### src/rtl/alarm_pkg.sv
// alarm_pkg: shared edit states, field limits and field widths for the alarm setter.
package alarm_pkg;
    typedef enum logic [1:0] {
        IDLE        = 2'd0,
        SET_HOURS   = 2'd1,
        SET_MINUTES = 2'd2
    } state_t;
    localparam int HOURS_MAX   = 23;
    localparam int MINUTES_MAX = 59;
    localparam int HOURS_W     = 5;
    localparam int MINUTES_W   = 6;
endpackage

### src/rtl/alarm_field_counter.sv
// alarm_field_counter: wrapping up/down field counter with load; load wins, inc+dec together is a no-op.
module alarm_field_counter #(
    parameter int MAX     = 59,
    parameter int W       = 6,
    parameter int RST_VAL = 0
) (
    input  logic         clk,
    input  logic         rst_n,
    input  logic         load,
    input  logic         inc,
    input  logic         dec,
    input  logic [W-1:0] load_val,
    output logic [W-1:0] value
);
    always_ff @(posedge clk) begin
        if (!rst_n)
            value <= W'(RST_VAL);
        else if (load)
            value <= load_val;
        else if (inc && !dec)
            value <= (value == W'(MAX)) ? '0 : value + 1'b1;
        else if (dec && !inc)
            value <= (value == '0) ? W'(MAX) : value - 1'b1;
    end
endmodule

### src/rtl/alarm_setter.sv
// alarm_setter: mode-button driven hours/minutes alarm editor with shadow registers and commit on exit.
// Optional inactivity timeout that abandons an edit is built when ALARM_SET_TIMEOUT_EN is defined.
module alarm_setter
    import alarm_pkg::*;
#(
    parameter int TIMEOUT_S   = 10,
    parameter int RST_HOURS   = 6,
    parameter int RST_MINUTES = 0
) (
    input  logic                 sys_clk,
    input  logic                 rst_n,
    input  logic                 clk_1hz_en,
    input  logic                 mode_btn,
    input  logic                 inc_btn,
    input  logic                 dec_btn,
    input  logic                 en_toggle_btn,
    output logic [HOURS_W-1:0]   alarm_hours_out,
    output logic [MINUTES_W-1:0] alarm_minutes_out,
    output logic                 alarm_enable_out,
    output logic [HOURS_W-1:0]   edit_hours_out,
    output logic [MINUTES_W-1:0] edit_minutes_out,
    output logic [1:0]           set_state_out
);
    state_t state, next_state;
    logic   editing, timeout, load;

    assign editing       = state != IDLE;
    assign set_state_out = state;
    // Shadows track the committed value in IDLE, so entering an edit copies it on the same edge.
    assign load          = !editing || timeout;

    always_ff @(posedge sys_clk) begin
        if (!rst_n)
            state <= IDLE;
        else
            state <= next_state;
    end

    always_comb begin
        next_state = state;
        if (mode_btn)
            next_state = (state == IDLE) ? SET_HOURS : (state == SET_HOURS) ? SET_MINUTES : IDLE;
        else if (timeout)
            next_state = IDLE;
    end

    always_ff @(posedge sys_clk) begin
        if (!rst_n) begin
            alarm_hours_out   <= HOURS_W'(RST_HOURS);
            alarm_minutes_out <= MINUTES_W'(RST_MINUTES);
            alarm_enable_out  <= 1'b0;
        end else begin
            alarm_enable_out <= alarm_enable_out ^ en_toggle_btn;
            if (state == SET_MINUTES && mode_btn) begin
                alarm_hours_out   <= edit_hours_out;
                alarm_minutes_out <= edit_minutes_out;
            end
        end
    end

    alarm_field_counter #(.MAX(HOURS_MAX), .W(HOURS_W), .RST_VAL(RST_HOURS)) u_hours (
        .clk      (sys_clk),
        .rst_n    (rst_n),
        .load     (load),
        .inc      (state == SET_HOURS && !mode_btn && inc_btn),
        .dec      (state == SET_HOURS && !mode_btn && dec_btn),
        .load_val (alarm_hours_out),
        .value    (edit_hours_out)
    );

    alarm_field_counter #(.MAX(MINUTES_MAX), .W(MINUTES_W), .RST_VAL(RST_MINUTES)) u_minutes (
        .clk      (sys_clk),
        .rst_n    (rst_n),
        .load     (load),
        .inc      (state == SET_MINUTES && !mode_btn && inc_btn),
        .dec      (state == SET_MINUTES && !mode_btn && dec_btn),
        .load_val (alarm_minutes_out),
        .value    (edit_minutes_out)
    );

`ifdef ALARM_SET_TIMEOUT_EN
    logic [5:0] secs;
    logic       activity;

    assign activity = mode_btn || inc_btn || dec_btn;
    assign timeout  = editing && clk_1hz_en && !activity && secs == 6'(TIMEOUT_S - 1);

    always_ff @(posedge sys_clk) begin
        if (!rst_n || !editing || activity || timeout)
            secs <= '0;
        else if (clk_1hz_en)
            secs <= secs + 1'b1;
    end
`else
    logic unused_1hz;
    assign unused_1hz = clk_1hz_en | (TIMEOUT_S < 2);
    assign timeout    = 1'b0;
`endif
endmodule

### config.mk
export PLATFORM = sky130hd
export DESIGN_NAME = alarm_setter
export DESIGN_NICKNAME = d
export VERILOG_FILES = /design/src/rtl/alarm_pkg.sv /design/src/rtl/alarm_field_counter.sv /design/src/rtl/alarm_setter.sv
export SDC_FILE = /design/constraint.sdc
export NUM_CORES = 1
export LEC_CHECK = 0
export CORE_MARGIN = 2
export CORE_UTILIZATION = 35
export CTS_BUF_LIST = sky130_fd_sc_hd__clkbuf_16
export CTS_CLUSTER_SIZE = 40
export DETAILED_ROUTE_END_ITERATION = 10
export PLACE_DENSITY = 0.56
export SLEW_MARGIN = 20
export SYNTH_ARGS = -nofsm -noshare
export SYNTH_HDL_FRONTEND = slang
export SYNTH_SLANG_ARGS = --single-unit
### constraint.sdc
create_clock -name sys_clk -period 2.4 [get_ports sys_clk]
set_clock_uncertainty 0.15 [all_clocks]
set_input_delay 0.72 -clock sys_clk [delete_from_list [all_inputs] [get_ports sys_clk]]
set_output_delay 0.72 -clock sys_clk [all_outputs]
set_load 0.005 [all_outputs]
==> results, run 1 <==
- Once layout is done, the placed cells without fillers occupy 2270 sq um.
- The signal arrival time at the worst endpoint is 2.38 ns.
- The number of placed cells counting well taps is 299.
- The die area is ~5100 sq um.
- In this run, the clock network consumes 35.2% of the power.
- The part of the Yosys area used for sequential elements is 31.4%.
- The number of buffers inserted by hold repair at cts is 0.
- The initial utilization of the core area, before any placement, comes to approximately 36%.
- The number of remaining DRC errors is 0.
- The floorplan core area is ~4400 sq um.
- The number of buffers created by CTS is 3.
- Across all setup checks in the final design, the least slack found is 0.0682 ns.
- The setup total negative slack is 0 ns.
- The analysis attributes to net switching a power of 285 uW.
- For this run, the number of standard cells in the final layout without fillers is 305.
- After the first detailed-routing iteration, the DRC count stood at 66.
- Along the worst hold path, the cell count comes to 2.
- The cell area after synthesis is ~1600 sq um.
- The critical path data required time is 2.44 ns.
- The first TritonRoute pass finished after 4 iterations.
- Of the post-synthesis cell area, the dominant cell type holds 31.4%.
- Net switching is 26.7% of the power.
- Setup violations remaining at the end of the flow were counted as 0.
- The synthesized design contains 0 enable-type register cells.
- The worst-case clock buffer depth is 2.
- Setup repair after global routing left no endpoint under its margin.
- Yosys instantiated no cell more often than nand2_1.
- The highest fanout seen on the critical path is 5.
- Summing over every cut layer, the via total after detailed routing is 1626.
- In this run the power density over the cells is 472 nW/um^2.
- The ratio of cells with drive above 1 in the final layout is 19.8%.
- The run finished with clean final reports.
- The worst setup path is launched from an input pin.
- The final net count is 266.
- Headroom to the max-slew limit came out at 67.1%.
- The path class of the tightest hold or removal check is flop to flop.
- The number of nets produced by synthesis is between 200 and 250.
- 32 I/O pins were placed.
- The detail route stage leaves a number of antenna-violating nets equal to 0.
- The largest net degree at the start of global routing is 16.
- After synthesis, the share of cell area in mux cells is about 4%.
- The die outline width is between 70 and 80 um.
- The floorplan has 24 rows.
- In this run, synthesis produced a sequential element count of 25.
- The commonest cells after synthesis are nand2_1 (31), dfxtp_1 (25), clkbuf_1 (17).
- The via count of the first global-routing pass is 1519.
- Cell internal power was estimated by the tool at 785 uW.
- The share of the cycle needed by the critical path after routing is 97.2%.
- After Yosys synthesis, XOR and XNOR cells account for 2.20% of the synthesized area.
- The number of inserted diodes is 0.
- The main combinational cell family by area after synthesis is simple AND/OR/NAND/NOR gates.
- TritonCTS built the clock tree.
- The endpoint type of the worst setup path is a flop.
- The via-per-instance ratio is 5.33.
- The critical path is of the input pin to flop type.
- The layout has 430 filler cells.
- CTS placed an instance of clkbuf_16 at the clock tree root.
- The final number of hold-violating endpoints was 0.
- Clock-pin slew was measured on the worst setup and hold paths at approximately 0.070 ns.
- The worst-case vdd ir drop is 0.000335 V.
- The cell taking the most area after synthesis is dfxtp_1.
- Sequential cells burn 41.8% of the power.
- Among all flip-flop cells after synthesis, the most frequent one is dfxtp_1.
- The depth of the most critical reg-to-reg path is 7.
- Yosys mapped the design onto 46 distinct sky130hd cell types.
- For the pin with the worst max-slew slack, the measured transition is between 0.4 and 0.5 ns.
- At the end of routability-driven placement, the weighted congestion stood at 0.861.
- The total length of routed wires is ~4300 um.
- Buffers placed on the I/O ports in this run total 30.
- At the placement stage, the worst setup path has a slack of -0.558 ns.
- The wire-length estimate of the detail-placed layout is 3020 um.
- The area growth from synthesis to layout is 42.2%.
- The wire length of the first global-routing pass is just over 7000 um.
- The number of instances in the synthesized netlist is around 210.
- Derived from the worst setup path, the maximum achievable clock frequency is 429 MHz.
- Across the run, the number of max-cap violations was 0.
- The H-tree depth is 1.
- The clock period minus worst slack is 2.33 ns.
- The part of the total power dissipated in combinational logic is 23.0%.
- The clock insertion delay at the later pin of the skew report is 0.26 ns.
- Summing the areas of all compound-gate instances in the mapped netlist gives between 20% and 30% of the synthesized area.
- The initial antenna violation count is 0.
- The global-route usage over all layers is 17.2%.
- The static leakage is 0.000842 uW.
- Summing the areas of all fa, ha and maj instances in the mapped netlist gives approximately 4% of the synthesized area.
- The total placed instance area is 2100 sq um.
- The number of warnings printed during yosys synthesis is 0.
- The floorplan die height is between 70 and 80 um.
- For this run the aggregate overflow at the end of global routing stands at 0.
- After Yosys synthesis, and, or, nand and nor cells account for a little over a quarter of the synthesized area.
- In the synthesized netlist the async set-or-reset flop fraction comes to 0%.
- The max-slew violation count came to 0.
- The average instance area after synthesis is between 7 and 8 sq um.
- The CTS sink count is 25.
- In the final routed layout, each cell accounts on average for 14.0 um.
- Sorting the synthesized cells by area gives the leading types as dfxtp_1 (31%), nand2_1 (7.3%), a21boi_0 (4.7%), clkbuf_1 (4.0%), ha_1 (3.9%).
routing by layer:
metal	track usage [%]	part of all wire [%]
met5	0	0
met2	26.0	43
met4	4.19	0.58
met3	3.38	4.3
met1	25.2	52
power by group through the flow:
stage	combinational, uW	sequential (uW)	clock [uW]
CTS	235	448	389
finish	246	448	377
global placement	229	457	0
global route	270	450	407
detailed placement	229	457	0
floorplan	129	453	0
state kept, by name, indices dropped and copies added (netlist names):
| name | flops |
|---|---|
| set_state_out | 2 |
| alarm_minutes_out | 6 |
| u_hours.value | 5 |
| alarm_enable_out | 1 |
| alarm_hours_out | 5 |
| u_minutes.value | 6 |
path summary, 6_finish.rpt:
path                      start            endpoint  slack, ns
max                    mode_btn  u_minutes.value[2]       0.07
min          alarm_hours_out[0]    u_hours.value[0]       0.33
min reg2reg  alarm_hours_out[0]    u_hours.value[0]       0.33
max reg2reg    u_hours.value[0]    u_hours.value[4]       0.32
through the flow:
stage | util, % | total power (uW) | hold slack [ns]
global placement | 47.9 | 686 | 0.321
global route | 51.7 | 1130 | 0.358
detailed placement | 47.9 | 686 | 0.324
CTS | 50.5 | 1070 | 0.330
floorplan | - | 582 | 0.320
finish | 51.7 | 1070 | 0.330
cell type report:
| class | count | area (sq um) | area share [%] |
|---|---|---|---|
| tap | 52 | 65.1 | 2.87 |
| timing repair buffer | 60 | 531 | 23.4 |
| clock inverter | 1 | 7.51 | 0.331 |
| sequential | 25 | 500 | 22.1 |
| multi-input combinational | 157 | 1060 | 46.9 |
| clock buffer | 3 | 75.1 | 3.31 |
| inverter | 7 | 26.3 | 1.16 |
cells by family after synthesis:
kind of cell / count (synthesis)
AOI/OAI and AO/OA: 57
xor gates and xnor gates: 4
adders and majority gates: 5
buffers and inverters: 26
DFF: 25
muxes: 5
and+or+nand+nor: 85
placed cells by master (no fill, tap or decap), types with 2 or more instances in the layout:
cell type / Yosys / routed
or3b_4: 1 / 2
ha_1: 5 / 5
o21ai_0: 9 / 8
a21oi_1: 7 / 7
and2_1: 3 / 3
nand4_1: 5 / 5
a22oi_1: 2 / 2
clkdlybuf4s50_1: 0 / 27
or2_2: 4 / 4
mux2i_1: 4 / 4
nand2b_1: 4 / 4
clkbuf_16: 0 / 3
xnor2_1: 3 / 2
nand3_1: 8 / 8
o211ai_1: 7 / 7
a21boi_0: 10 / 10
a31oi_1: 5 / 4
a211oi_1: 3 / 2
inv_1: 7 / 7
nand3b_1: 2 / 2
nor4b_1: 3 / 2
nor3_1: 5 / 5
o21a_1: 3 / 3
dfxtp_1: 25 / 25
nor2b_1: 2 / 2
nand2_1: 31 / 31
nor2_1: 9 / 9
buf_4: 0 / 29
worst max-delay path, cell delays in order:
cell	delay (ns)
clkdlybuf4s15_1	0.22
or3b_4	0.41
or3b_4	0.43
mux4_2	0.45
o21ai_2	0.14
timing repair:
action | 4_1_cts | 5_1_grt
resized for setup | 8 | 9
endpoints found under the setup margin | 10 | 10
pin swaps | 2 | 4
setup buffers | 0 | 1
cloned | 1 | 0
Note: power is estimated with default switching activity, not from simulation.
==> inputs of run 2 (changes only) <==
--- a/config.mk
+++ b/config.mk
@@ -5,12 +5,14 @@
 export SDC_FILE = /design/constraint.sdc
 export NUM_CORES = 1
 export LEC_CHECK = 0
+export CELL_PAD_IN_SITES_DETAIL_PLACEMENT = 0
+export CELL_PAD_IN_SITES_GLOBAL_PLACEMENT = 1
 export CORE_MARGIN = 2
 export CORE_UTILIZATION = 35
 export CTS_BUF_LIST = sky130_fd_sc_hd__clkbuf_16
 export CTS_CLUSTER_SIZE = 40
 export DETAILED_ROUTE_END_ITERATION = 10
-export PLACE_DENSITY = 0.56
+export PLACE_DENSITY = 0.71
 export SLEW_MARGIN = 20
 export SYNTH_ARGS = -nofsm -noshare
 export SYNTH_HDL_FRONTEND = slang
==> constraint.sdc (replaced) <==
create_clock -name sys_clk -period 2.21 [get_ports sys_clk]
set_clock_uncertainty 0.15 [all_clocks]
set_input_delay 0.663 -clock sys_clk [delete_from_list [all_inputs] [get_ports sys_clk]]
set_output_delay 0.663 -clock sys_clk [all_outputs]
set_load 0.005 [all_outputs]
==> results, run 2 (same netlist as run 1, synthesis figures left out) <==
- The flop-to-flop setup slack is 0.25 ns (-0.07 ns).
- The power density relative to cell area is 530 nW/um^2 (+12%).
- STA classifies the critical path startpoint as an input pin.
- The worst-case clock buffer depth is 2 (unchanged).
- The share of the cycle needed by the critical path after routing is 96.6%.
- Setup repair after global routing left no endpoint under its margin.
- The static leakage was 0.000810 uW (-3.8%).
- The core occupancy in the finished layout is 50.2% (-1.6 points).
- The ratio of cells with drive above 1 in the final layout was 18.0% (-1.8 points).
- The critical path data required time was 2.26 ns (-0.18 ns).
- The initial antenna violation count was 0 (unchanged).
- The via-per-instance ratio is 5.52 (+3.5%).
- The floorplan core area is 4380 sq um (unchanged).
- The post-CTS clock slew at the launch and capture registers of the worst setup and hold paths is 0.07 ns (about the same).
- In this run the most critical hold path is launched from alarm_hours_out[3].
- The signal arrival time at the worst endpoint was 2.18 ns (-0.20 ns).
- The number of port buffers is 30 (unchanged).
- The number of top-level pins is 32 (unchanged).
- The launch point of the worst reg-to-reg path is u_minutes.value[0].
- The total length of routed wires is 4460 um (+4.2%).
- The path with the worst hold slack has its endpoint at alarm_hours_out[3].
- The cell family contributing the most delay on the critical path is simple AND/OR/NAND/NOR gates.
- The worst hold path cell count is 2 (unchanged).
- The kind of critical path is input pin to flop.
- The signal on the critical path passes through buf_2, or3b_4, or3b_4, mux4_2, o21ai_1.
- The smallest hold slack came to 0.332 ns (+0.00250 ns).
- The die area is 5110 sq um (unchanged).
- The setup violation total in the final timing report came to 0 (unchanged).
- The largest registers in the layout are alarm_minutes_out: 6 flops, u_minutes.value: 6 flops.
- The library cell used most frequently in the layout, excluding fill and tap cells, is nand2_1.
- The initial core utilization is 36.4% (unchanged).
- The class of the worst hold path is flop to flop.
- The worst-path cell with the longest stage delay is mux4_2.
- The detailed-router iteration count before antenna repair is 4 (unchanged).
- The remaining antenna violation count after routing is 0 (unchanged).
- The max-cap check violation count is 0 (unchanged).
- The depth of the most critical reg-to-reg path came to 7 (unchanged).
- The clock insertion delay at the later pin of the skew report is 0.26 ns (about the same).
- For the finished layout, the period the worst path requires is ~2.1 ns.
- The wire length of the first global-routing pass is 7790 um (+8.1%).
- In the layout the commonest cells are nand2_1 (31), clkdlybuf4s50_1 (27), buf_4 (27).
- The die outline width is 71.5 um (unchanged).
- TritonCTS built the clock tree.
- The via count of the first global-routing pass is 1658 (+9.2%).
- The worst stage delay on the critical path is 0.44 ns (about the same).
- The clock root buffer is clkbuf_16.
- The global-route usage over all layers is 18.8% (+1.6 points).
- The max-slew violation count is 0 (unchanged).
- The area growth from synthesis to final layout is 37.9%.
- The largest net degree at the start of global routing is 18 (+2).
- The sum of internal, switching and leakage power came to 1170 uW (+8.9%).
- The final number of hold-violating endpoints is 0 (unchanged).
- The number of buffers created by CTS is 3 (unchanged).
- The CTS sink count is 25 (unchanged).
- The remaining max-slew budget at the tightest pin is 81.2% (+14 points).
- In this design, the critical path's most frequently occurring cell is or3b_4.
- The highest fanout seen on the critical path came to 5 (unchanged).
- The last weighted congestion value of the routability-driven placer is 0.853 (-0.99%).
- The number of remaining DRC errors came to 0 (unchanged).
- The H-tree depth was 1 (unchanged).
- The endpoint type of the worst setup path is a flop.
- The worst-case vdd ir drop is 0.000330 V (-1.5%).
- The pre-CTS setup slack is -0.637 ns (-0.0797 ns).
- The slew at the pin closest to its max-slew limit was 0.278 ns (-0.212 ns).
- The remaining global-route overflow is 0 (unchanged).
- The placement row count is 24 (unchanged).
- The final net count came to 263 (-1.1%).
- The number of inserted diodes was 0 (unchanged).
- The average wire per standard cell came to 14.8 um (+5.2%).
- The minimum setup slack in the final design came to 0.0756 ns (+0.00743 ns).
- The count of buffering cells on the critical path with inverters included is 1 (unchanged).
- The number of placed cells counting well taps is 297 (-0.67%).
- The post-DP HPWL is 3230 um (+7.1%).
- The total number of vias is 1667 (+2.5%).
- The run finished with clean final reports.
- The detailed router's first-iteration violation count was 71 (+7.6%).
- The post-layout instance count excluding filler cells is 302 (-0.98%).
- The floorplan die height is 71.5 um (unchanged).
- The timing-limited maximum frequency is 469 MHz.
- The worst register-to-register path ends at u_minutes.value[2].
-- run 2: how the worst max path moves through the flow --
stage,from,slack [ns],to,cells after the start
6_report,mode_btn,0.08,u_minutes.value[2],5
5_1_grt,mode_btn,0.01,u_minutes.value[4],6
4_1_cts,u_minutes.value[1],0.04,edit_minutes_out[1],1
3_5_place_dp,mode_btn,-0.64,u_minutes.value[2],5
3_3_place_gp,mode_btn,-0.60,u_hours.value[4],7
2_1_floorplan,mode_btn,-0.08,u_minutes.value[2],5
-- run 2: cell type report --
cell class	count	area, sq um
Sequential cell	25	502
Clock inverter	1	7.51
Clock buffer	3	75.1
Fill cell	449	2180
Timing Repair Buffer	57	495
Inverter	7	26.3
Tap cell	52	65.1
Multi-Input combinational cell	157	1030
-- run 2: tightest hold or removal path, delay by kind of cell (launching register included) --
family	cells	cell delay, ns
AOI/OAI and AO/OA	1	0.07
DFF	1	0.32
and+or+nand+nor	1	0.05
-- run 2: stage by stage --
stage	setup TNS, ns	cell area (sq um)
after floorplan	-0.218	1600
after global placement	-5.53	2080
after detailed placement	-5.90	2080
after CTS	0	2200
after global routing	0	2200
final	0	2200
-- run 2: power breakdown --
part | leakage [uW] | switching [uW] | internal, uW
Sequential | 0.000204 | 16.1 | 467
Combinational | 0.000569 | 127 | 132
Clock | 0.0000371 | 177 | 246
-- run 2: timing repair --
action,4_1_cts,5_1_grt
pin swaps,3,0
gates cloned,1,0
hold buffers,0,0
resized for setup,12,1
endpoints found under the setup margin,10,1
setup buffers,0,0
-- run 2: routing by layer --
metal  routed length, um  vias to the layer above  part of all wire, %  track usage [%]
met3                 191                        6                  4.3             3.52
met4                  68                        0                  1.5             5.45
li1                    -                      825                    -                -
met1                2030                      793                   46             24.4
met5                   0                        -                    0                0
met2                2170                       43                   49             32.0
==> inputs of run 3 (changes only) <==
--- a/config.mk
+++ b/config.mk
@@ -13,6 +13,7 @@
 export CTS_CLUSTER_SIZE = 40
 export DETAILED_ROUTE_END_ITERATION = 10
 export PLACE_DENSITY = 0.71
+export SETUP_SLACK_MARGIN = 0.15
 export SLEW_MARGIN = 20
 export SYNTH_ARGS = -nofsm -noshare
 export SYNTH_HDL_FRONTEND = slang
==> constraint.sdc (replaced) <==
create_clock -name sys_clk -period 2.21 [get_ports sys_clk]
set_clock_uncertainty 0.15 [all_clocks]
set_input_delay 0.663 -clock sys_clk [delete_from_list [all_inputs] [get_ports sys_clk]]
set_output_delay 0.663 -clock sys_clk [all_outputs]
set_load 0.1 [all_outputs]
==> results, run 3 (same netlist as run 1, synthesis figures left out) <==
- The tightest min-delay check is of the flop to flop type.
- The floorplan die height is 71.5 um (unchanged).
- The setup total negative slack was 0 ns (unchanged).
- The clock network fraction of total power is 32.0% (-4.3 points).
- In the final layout, the registers with the most flip-flops are alarm_minutes_out: 6 flops, u_minutes.value: 6 flops.
- The final number of hold-violating endpoints came to 0 (unchanged).
- The switching portion of total power is 33.8% (+6.3 points).
- The number of remaining DRC errors is 0 (unchanged).
- The post-layout instance count excluding filler cells is 295 (-2.3%).
- The via count of the first global-routing pass is 1556 (-6.2%).
- The die area came to 5110 sq um (unchanged).
- The slew at the pin closest to its max-slew limit is 0.572 ns (+0.294 ns).
- Traced cell by cell, the critical path runs through buf_6, or3b_4, or3b_4, mux4_2, o21ai_2.
- The library cells used most frequently in the layout, excluding fill and tap cells, are nand2_1 (31), buf_12 (26), buf_4 (19).
- The clock insertion delay at the later pin of the skew report came to 0.26 ns (about the same).
- The initial core utilization is 36.4% (unchanged).
- The core occupancy in the finished layout is 56.1% (+5.9 points).
- The CTS sink count was 25 (unchanged).
- The max-slew violation count is 0 (unchanged).
- The signal arrival time at the worst endpoint is 2.17 ns (about the same).
- Among all stages on the critical path, the largest delay is contributed by or3b_4.
- The initial antenna violation count is 0 (unchanged).
- TritonCTS built the clock tree.
- The sum of internal, switching and leakage power is 1320 uW (+13%).
- The global-route usage over all layers is 18.0% (-0.81 points).
- The die outline width is 71.5 um (unchanged).
- The share of the cycle needed by the critical path after routing is 96.1% (-0.45 points).
- The net switching component of the power is 446 uW (+39%).
- The worst stage delay on the critical path was 0.45 ns (about the same).
- The post-CTS clock slew at the launch and capture registers of the worst setup and hold paths was 0.07 ns (about the same).
- The number of buffers inserted by hold repair at cts came to 0 (unchanged).
- The number of top-level pins is 32 (unchanged).
- The smallest hold slack was 0.366 ns (+0.0343 ns).
- The setup violation total in the final timing report came to 0 (unchanged).
- The largest net degree at the start of global routing was 23 (+5).
- The number of port buffers is 30 (unchanged).
- The run finished with clean final reports.
- The detailed-router iteration count before antenna repair is 6 (+2).
- The sequential fraction of design power is 38.5% (-2.9 points).
- The via-per-instance ratio is 5.59 (+1.3%).
- The power density relative to cell area is 537 nW/um^2 (+1.3%).
- The clock period minus worst slack was 2.12 ns (-0.00988 ns).
- The final net count came to 256 (-2.7%).
- The total number of vias is 1650 (-1.0%).
- The worst-case clock buffer depth came to 2 (unchanged).
- The placement row count is 24 (unchanged).
- The area growth from synthesis to final layout is 54.0%.
- The static leakage was 0.000923 uW (+14%).
- The critical path data required time is 2.26 ns (about the same).
- The number of inserted diodes is 0 (unchanged).
- The average wire per standard cell is 15.2 um (+3.3%).
- The worst setup path is launched from an input pin.
- The max-cap check violation count is 0 (unchanged).
- The worst setup path is of the input pin to flop kind.
- The wire length of the first global-routing pass is 7490 um (-3.9%).
- The worst setup path is captured at a flop.
- The last weighted congestion value of the routability-driven placer is 0.857 (+0.48%).
- The post-DP HPWL is 3170 um (-2.1%).
- The cell repeated most along the worst path is or3b_4.
- The remaining global-route overflow is 0 (unchanged).
- The remaining antenna violation count after routing is 0 (unchanged).
- The highest fanout seen on the critical path is 5 (unchanged).
- The remaining max-slew budget at the tightest pin is 61.8% (-19 points).
- The timing-limited maximum frequency is 471 MHz (+0.46%).
- Clock tree synthesis selected as its root buffer the cell clkbuf_16.
- The part of the total power dissipated in combinational logic was 29.5% (+7.3 points).
- The number of placed cells counting well taps came to 290 (-2.4%).
- The floorplan core area came to 4380 sq um (unchanged).
- The ratio of cells with drive above 1 in the final layout is 32.5% (+15 points).
- The total internal power is 874 uW (+3.4%).
- The number of buffers created by CTS is 3 (unchanged).
- The total length of routed wires is 4500 um (+0.87%).
- The post-CTS setup buffer count came to 0 (unchanged).
- The worst-case vdd ir drop is 0.000478 V (+45%).
- The H-tree depth is 1 (unchanged).
- The detailed router's first-iteration violation count is 76 (+7.0%).
- The most frequent standard cell in the layout excluding fill and tap cells is nand2_1.
- Setup repair after global routing could not meet its margin everywhere.
## run 3: cell count changes in the layout (fill, tap and decap cells not counted), moves of 2 or more
cell             change
dlygate4sd2_1        -2
buf_12              +26
buf_4                -8
dfxtp_2              +6
clkdlybuf4s50_1     -25
dfxtp_1              -8
dfxtp_4              +2
## run 3: area by class of cell
class                   instances  area [sq um]
fillers                       412          1930
well taps                      52          65.1
multi-input cells             157          1060
clock buffers                   3          75.1
clock inverters                 1          7.51
repair buffers                 50           704
inverters                       7          26.3
flip-flops and latches         25           517
## run 3: metal layers
| layer | track usage, % | wire, um |
|---|---|---|
| met3 | 2.81 | 289 |
| met4 | 3.14 | 44 |
| met1 | 24.9 | 2020 |
| met2 | 30.2 | 2140 |
| met5 | 0 | 0 |
## run 3: worst max-delay path: cells and delay by family
kind / cells / cell delay [ns]
buf+inv: 1 / 0.09
mux: 1 / 0.44
compound gates: 1 / 0.13
simple gates: 2 / 0.84
## run 3: path summary, 6_finish.rpt
path                 startpoint                  to  cells after the start  slack (ns)
max                    mode_btn  u_minutes.value[2]                      5        0.09
min          alarm_hours_out[3]  alarm_hours_out[3]                      2        0.37
max reg2reg    set_state_out[1]  u_minutes.value[2]                      4        0.24
min reg2reg  alarm_hours_out[3]  alarm_hours_out[3]                      2        0.37
## run 3: power by group through the flow
stage	logic, uW	clock network (uW)	registers [uW]
2_1_floorplan	142	0	609
3_3_place_gp	376	0	517
3_5_place_dp	380	0	517
4_1_cts	390	427	507
5_1_grt	413	444	513
6_report	390	422	508
## run 3: stage by stage
step	worst slack, ns	cell area [sq um]
after floorplan	-0.0774	1620
after global placement	-0.591	2310
after detailed placement	-0.679	2310
after CTS	0.0728	2450
after global routing	0.0737	2460
final	0.0855	2460
## run 3: timing repair
action	CTS	global route
pin swaps	3	6
cloned	1	0
gates resized for setup	18	8
endpoints found under the setup margin	11	9
